File: config.mk
export PLATFORM = sky130hd
export DESIGN_NAME = pc_fetch_controller
export DESIGN_NICKNAME = d
export VERILOG_FILES = /design/src/rtl/pc_fetch_controller.sv
export SDC_FILE = /design/constraint.sdc
export NUM_CORES = 1
export LEC_CHECK = 0
export BUFFER_PORTS_ARGS = -buffer_cell sky130_fd_sc_hd__buf_2
export CORE_MARGIN = 2
export CORE_UTILIZATION = 48
export CTS_CLUSTER_DIAMETER = 30
export CTS_CLUSTER_SIZE = 24
export DETAILED_ROUTE_END_ITERATION = 8
export MAX_ROUTING_LAYER = met4
export PLACE_DENSITY_LB_ADDON = 0.12
export SLEW_MARGIN = 20
export SYNTH_ARGS = -nofsm -noshare
export SYNTH_HDL_FRONTEND = slang
export SYNTH_SLANG_ARGS = --single-unit
File: constraint.sdc
create_clock -name CPU_CLK -period 2.8 [get_ports CPU_CLK]
set_input_delay 0.84 -clock CPU_CLK [delete_from_list [all_inputs] [get_ports CPU_CLK]]
set_output_delay 0.84 -clock CPU_CLK [all_outputs]
set_load 0.1 [all_outputs]
File: src/rtl/pc_fetch_controller.sv
// PC generation and instruction-fetch request control.
// Tracks one outstanding request and discards responses made stale by redirects.
module pc_fetch_controller #(
  parameter logic [31:0] RESET_PC = 32'h0000_0000,
  parameter int          CNT_W    = 16
) (
  input  logic             CPU_CLK,
  input  logic             CPU_RST_N,
  input  logic             BranchE,
  input  logic [31:0]      BranchTarget,
  input  logic             JalrE,
  input  logic [31:0]      JalrTarget,
  input  logic             JalD,
  input  logic [31:0]      JalTarget,
  input  logic             StallF,
  input  logic             IAck,
  output logic             IReq,
  output logic [31:0]      IAddr,
  output logic [31:0]      PCF,
  output logic             InstrValidF,
  output logic             RedirectF,
  output logic [CNT_W-1:0] KillCnt
);

  localparam logic [1:0] FETCH = 2'd0;
  localparam logic [1:0] HOLD  = 2'd1;
  localparam logic [1:0] KILL  = 2'd2;

  localparam logic [CNT_W-1:0] CNT_ONE = {{(CNT_W-1){1'b0}}, 1'b1};

  logic [1:0]       state, state_nx;
  logic [31:0]      pc, pc_nx;
  logic [31:0]      req, req_nx;
  logic [31:0]      pc_inc;
  logic [31:0]      tgt;
  logic [CNT_W-1:0] kcnt;
  logic             redirect;
  logic             kill_inc;
  logic             ireq_s;
  logic             valid_s;

  assign redirect = BranchE | JalrE | JalD;
  assign pc_inc   = pc + 32'd4;

  always_comb begin
    tgt = JalTarget;
    if (BranchE)
      tgt = BranchTarget;
    else if (JalrE)
      tgt = {JalrTarget[31:1], 1'b0};
  end

  always_comb begin
    state_nx = state;
    pc_nx    = pc;
    req_nx   = req;
    kill_inc = 1'b0;
    ireq_s   = 1'b0;
    valid_s  = 1'b0;
    unique case (state)
      HOLD: begin
        valid_s = ~redirect;
        if (redirect) begin
          pc_nx    = tgt;
          req_nx   = tgt;
          kill_inc = 1'b1;
          state_nx = FETCH;
        end else if (!StallF) begin
          pc_nx    = pc_inc;
          req_nx   = pc_inc;
          state_nx = FETCH;
        end
      end
      KILL: begin
        ireq_s = 1'b1;
        if (redirect)
          pc_nx = tgt;
        if (IAck) begin
          kill_inc = 1'b1;
          req_nx   = redirect ? tgt : pc;
          state_nx = FETCH;
        end
      end
      default: begin
        ireq_s  = 1'b1;
        valid_s = IAck & ~redirect;
        if (redirect) begin
          pc_nx = tgt;
          if (IAck) begin
            req_nx   = tgt;
            kill_inc = 1'b1;
          end else begin
            state_nx = KILL;
          end
        end else if (IAck) begin
          if (StallF) begin
            state_nx = HOLD;
          end else begin
            pc_nx  = pc_inc;
            req_nx = pc_inc;
          end
        end
      end
    endcase
  end

  always_ff @(posedge CPU_CLK or negedge CPU_RST_N) begin
    if (!CPU_RST_N) begin
      state <= FETCH;
      pc    <= RESET_PC;
      req   <= RESET_PC;
      kcnt  <= '0;
    end else begin
      state <= state_nx;
      pc    <= pc_nx;
      req   <= req_nx;
      if (kill_inc && !(&kcnt))
        kcnt <= kcnt + CNT_ONE;
    end
  end

  // Reset gates the request so memory never sees one mid-reset.
  assign IReq        = CPU_RST_N & ireq_s;
  assign IAddr       = req;
  assign PCF         = pc;
  assign InstrValidF = valid_s;
  assign RedirectF   = redirect;
  assign KillCnt     = kcnt;

endmodule
==> flow_metrics.env <==
export IMPL_final_min_clock_period_ns=2.616
export IMPL_ir_drop_mv=1.271
export IMPL_critPathTopFamily="adder cells"
export IMPL_met1_length_um=6356
export IMPL_hold_buffers=0
export IMPL_worst_pin_slew_ns=0.9074
export IMPL_synth_async_sr_flop_share_pct=100.0
export IMPL_cp_start_kind="register"
export IMPL_wire_length_of_the_first_global_routing_pass_um=23520
export IMPL_path_max_fanout=7
export IMPL_max_slew_margin_rel_pct=39.28
export IMPL_placementRows=36
export IMPL_die_w_um=104.1
export IMPL_min_delay_path_class="register to register"
export IMPL_tritoncts_num_buffers=9
export IMPL_nNetsFinal=831
export IMPL_vias=4945
export IMPL_cts_htree_levels=3
export IMPL_cts_setup_buffers=0
export IMPL_setup_repair_after_global_routing_missed_its_margin="no"
export IMPL_tritoncts="done"
export IMPL_ys_warn_count=0
export IMPL_floorplan_initialDensity_pct=49.23
export IMPL_clock_sink_count=82
export IMPL_crit_required_ns=1.96
export IMPL_max_frequency_ghz=0.3823
export IMPL_fin_worst_hold_slack_ns=0.4747
export IMPL_viasPerCell=5.750
export IMPL_remaining_routing_drc_violations=0
export IMPL_route_top_layer_used="met4"
export IMPL_globalplace_congestion=0.8667
export IMPL_fp_dieH_um=104.1
export IMPL_design_die_area_um2=10840
export IMPL_timing_critical_path_buf_inv=2
export IMPL_synth_avg_cell_area_um2=8.781
export IMPL_first_pass_iters=4
export IMPL_yosys_register_bits=82
export IMPL_max_cap_violations=0
export IMPL_clk_path_buf_depth=2
export IMPL_cts_resized=0
export IMPL_grt_overflow_total=0
export IMPL_run_status="complete, no violations"
export IMPL_postRouteAntennaNets=0
export IMPL_insertion_delay_ns=0.35
export IMPL_routed_wl_met3_um=928
export IMPL_detail_route_wl_per_cell_um=16.83
export IMPL_place_hpwl_um=10650
export IMPL_fp_coreArea_um2=9774
export IMPL_antenna_found_initial=0
export IMPL_crit_chain="inv_1 > ha_1 > mux2i_1 > nor2_4 > buf_12"
export IMPL_synth_edff_count=0
export IMPL_worstPathArrival_ns=1.78
export IMPL_final_hold_viol_count=0
export IMPL_worst_clock_skew_ns=0.006705
export IMPL_grt_start_max_net_pins=56
export IMPL_tns_ns=0
export IMPL_clock_root_buffer="sky130_fd_sc_hd__clkbuf_8"
export IMPL_wl_met2_um=6884
export IMPL_synthFlopType="sky130_fd_sc_hd__dfrtp_1"
export IMPL_track_usage_pct=27.67
export IMPL_synth_seq_area_share_pct=42.64
export IMPL_fill_cells=885
export IMPL_critPathMaxStageDelay_ns=0.40
export IMPL_mostFrequentLayoutCell="sky130_fd_sc_hd__buf_2"
export IMPL_antenna_cells=0
export IMPL_num_io_pins=186
export IMPL_worst_path_max_delay_cell="sky130_fd_sc_hd__ha_1"
export IMPL_post_route_cells_drive_above_1_share_pct=33.01
export IMPL_synth_cells=548
export IMPL_final_cell_mix="sky130_fd_sc_hd__buf_2, sky130_fd_sc_hd__dfrtp_1, sky130_fd_sc_hd__nand2_1"
export IMPL_area_growth_syn_to_layout_pct=28.60
export IMPL_clk_pin_slew_ns=0.08
export IMPL_sort_of_element_at_the_end_of_the_critical_path="primary output"
export IMPL_setup_viol_count_final=0
export IMPL_total_routed_wirelength_um=14470
export IMPL_first_global_vias=4647
export IMPL_cell_area_after_synthesis_um2=4812
export IMPL_syn_num_nets=655
export IMPL_timing_worst_setup_path_type="register to primary output"
export IMPL_power_per_cell_area_nw_per_um2=863.0
export IMPL_power_static_leakage_nw=2.953
export IMPL_drt_initial_drc_count=288
export IMPL_drv_slew=0
export IMPL_period_utilization_pct=93.43
export IMPL_io_buffer_count=184
export IMPL_yosys_cell_types_count=56
==> worst reg2reg max path: stages, from the launching register on <==
cell                       delay, ns
sky130_fd_sc_hd__dfrtp_1        0.36
sky130_fd_sc_hd__inv_1          0.06
sky130_fd_sc_hd__ha_1           0.25
sky130_fd_sc_hd__nand4b_4       0.19
sky130_fd_sc_hd__or4_1          0.63
sky130_fd_sc_hd__o211ai_1       0.24
sky130_fd_sc_hd__nor3b_1        0.47
sky130_fd_sc_hd__a21oi_1        0.14
==> where the power goes <==
group | internal, W | total (W) | switching (W) | leakage [nW]
Combinational | 0.000591 | 0.00281 | 0.00222 | 1.86
Clock | 0.000448 | 0.000864 | 0.000416 | 0.101
Sequential | 0.00141 | 0.00167 | 0.000259 | 0.987
Total | 0.00245 | 0.00534 | 0.00289 | 2.95
==> state kept, by name, summed over array words and instances (netlist names) <==
| register | cells |
|---|---|
| KillCnt | 16 |
| state | 2 |
| IAddr | 32 |
| PCF | 32 |
==> cell families (layout without fill, tap and decap cells) <==
family,after synthesis,count (layout),share of synthesized area [%]
compound gates,155,155,21.19
xor+xnor,28,28,5.096
fa+ha+maj,4,4,1.040
buf+inv,51,230,4.238
flops,82,82,42.64
mux,14,14,3.042
simple gates,214,214,22.75
==> Yosys cell counts, drive strengths merged (12+ instances only) <==
cell type | number | area [µm²]
a21oi | 24 | 120.1
a221oi | 12 | 105.1
inv | 15 | 56.30
clkbuf | 26 | 97.59
xor2 | 15 | 131.4
a22oi | 20 | 150.1
dfrtp | 82 | 2052
nor4 | 15 | 108.9
o21ai | 44 | 220.2
nor3 | 16 | 85.08
nand3 | 14 | 82.58
nor2 | 62 | 232.7
nand2 | 62 | 232.7
a31oi | 18 | 112.6
xnor2 | 13 | 113.9
==> worst paths after layout <==
check                                      from              endpoint  slack (ns)  cells after the start
setup / recovery           state[0]$_DFFE_PN0P_           InstrValidF        0.18                      5
hold / removal             IAddr[0]$_DFFE_PN0P_  IAddr[0]$_DFFE_PN0P_        0.47                      2
setup reg to reg           state[0]$_DFFE_PN0P_   PCF[25]$_DFFE_PN0P_        0.32                      7
hold reg to reg            IAddr[0]$_DFFE_PN0P_  IAddr[0]$_DFFE_PN0P_        0.47                      2
max in group asynchronous             CPU_RST_N   PCF[25]$_DFFE_PN0P_        1.28                      3
min in group asynchronous             CPU_RST_N    PCF[1]$_DFFE_PN0P_        0.58                      2
==> cell type report <==
type	count	area (µm²)	share of cell area (%)
repair buffers	200	1126	18.20
clock buffers	11	151.4	2.446
multi-input cells	415	2590	41.85
well taps	133	166.4	2.689
clock inverters	3	40.04	0.6470
inverters	16	60.06	0.9705
flip-flops and latches	82	2054	33.20
==> metrics by stage <==
stage	setup slack [ns]	cells	instance area, µm²	util, %	total power, W
3_5_place_dp	0.1136	846	5997	61.35	0.004498
4_1_cts	0.1572	860	6188	63.31	0.005365
3_3_place_gp	0.1723	846	5997	61.35	0.004454
2_1_floorplan	-0.1529	548	4835	-	0.003889
6_report	0.1841	860	6188	63.31	0.005341
5_1_grt	0.08416	860	6188	63.31	0.005566
==> routing by layer <==
layer / global-route usage [%] / up-vias
li1: - / 2353
met1: 36.90 / 2371
met2: 43.52 / 199
met3: 3.759 / 22
met4: 9.942 / 0
met5: - / -
(Power assumes the default switching activity.)
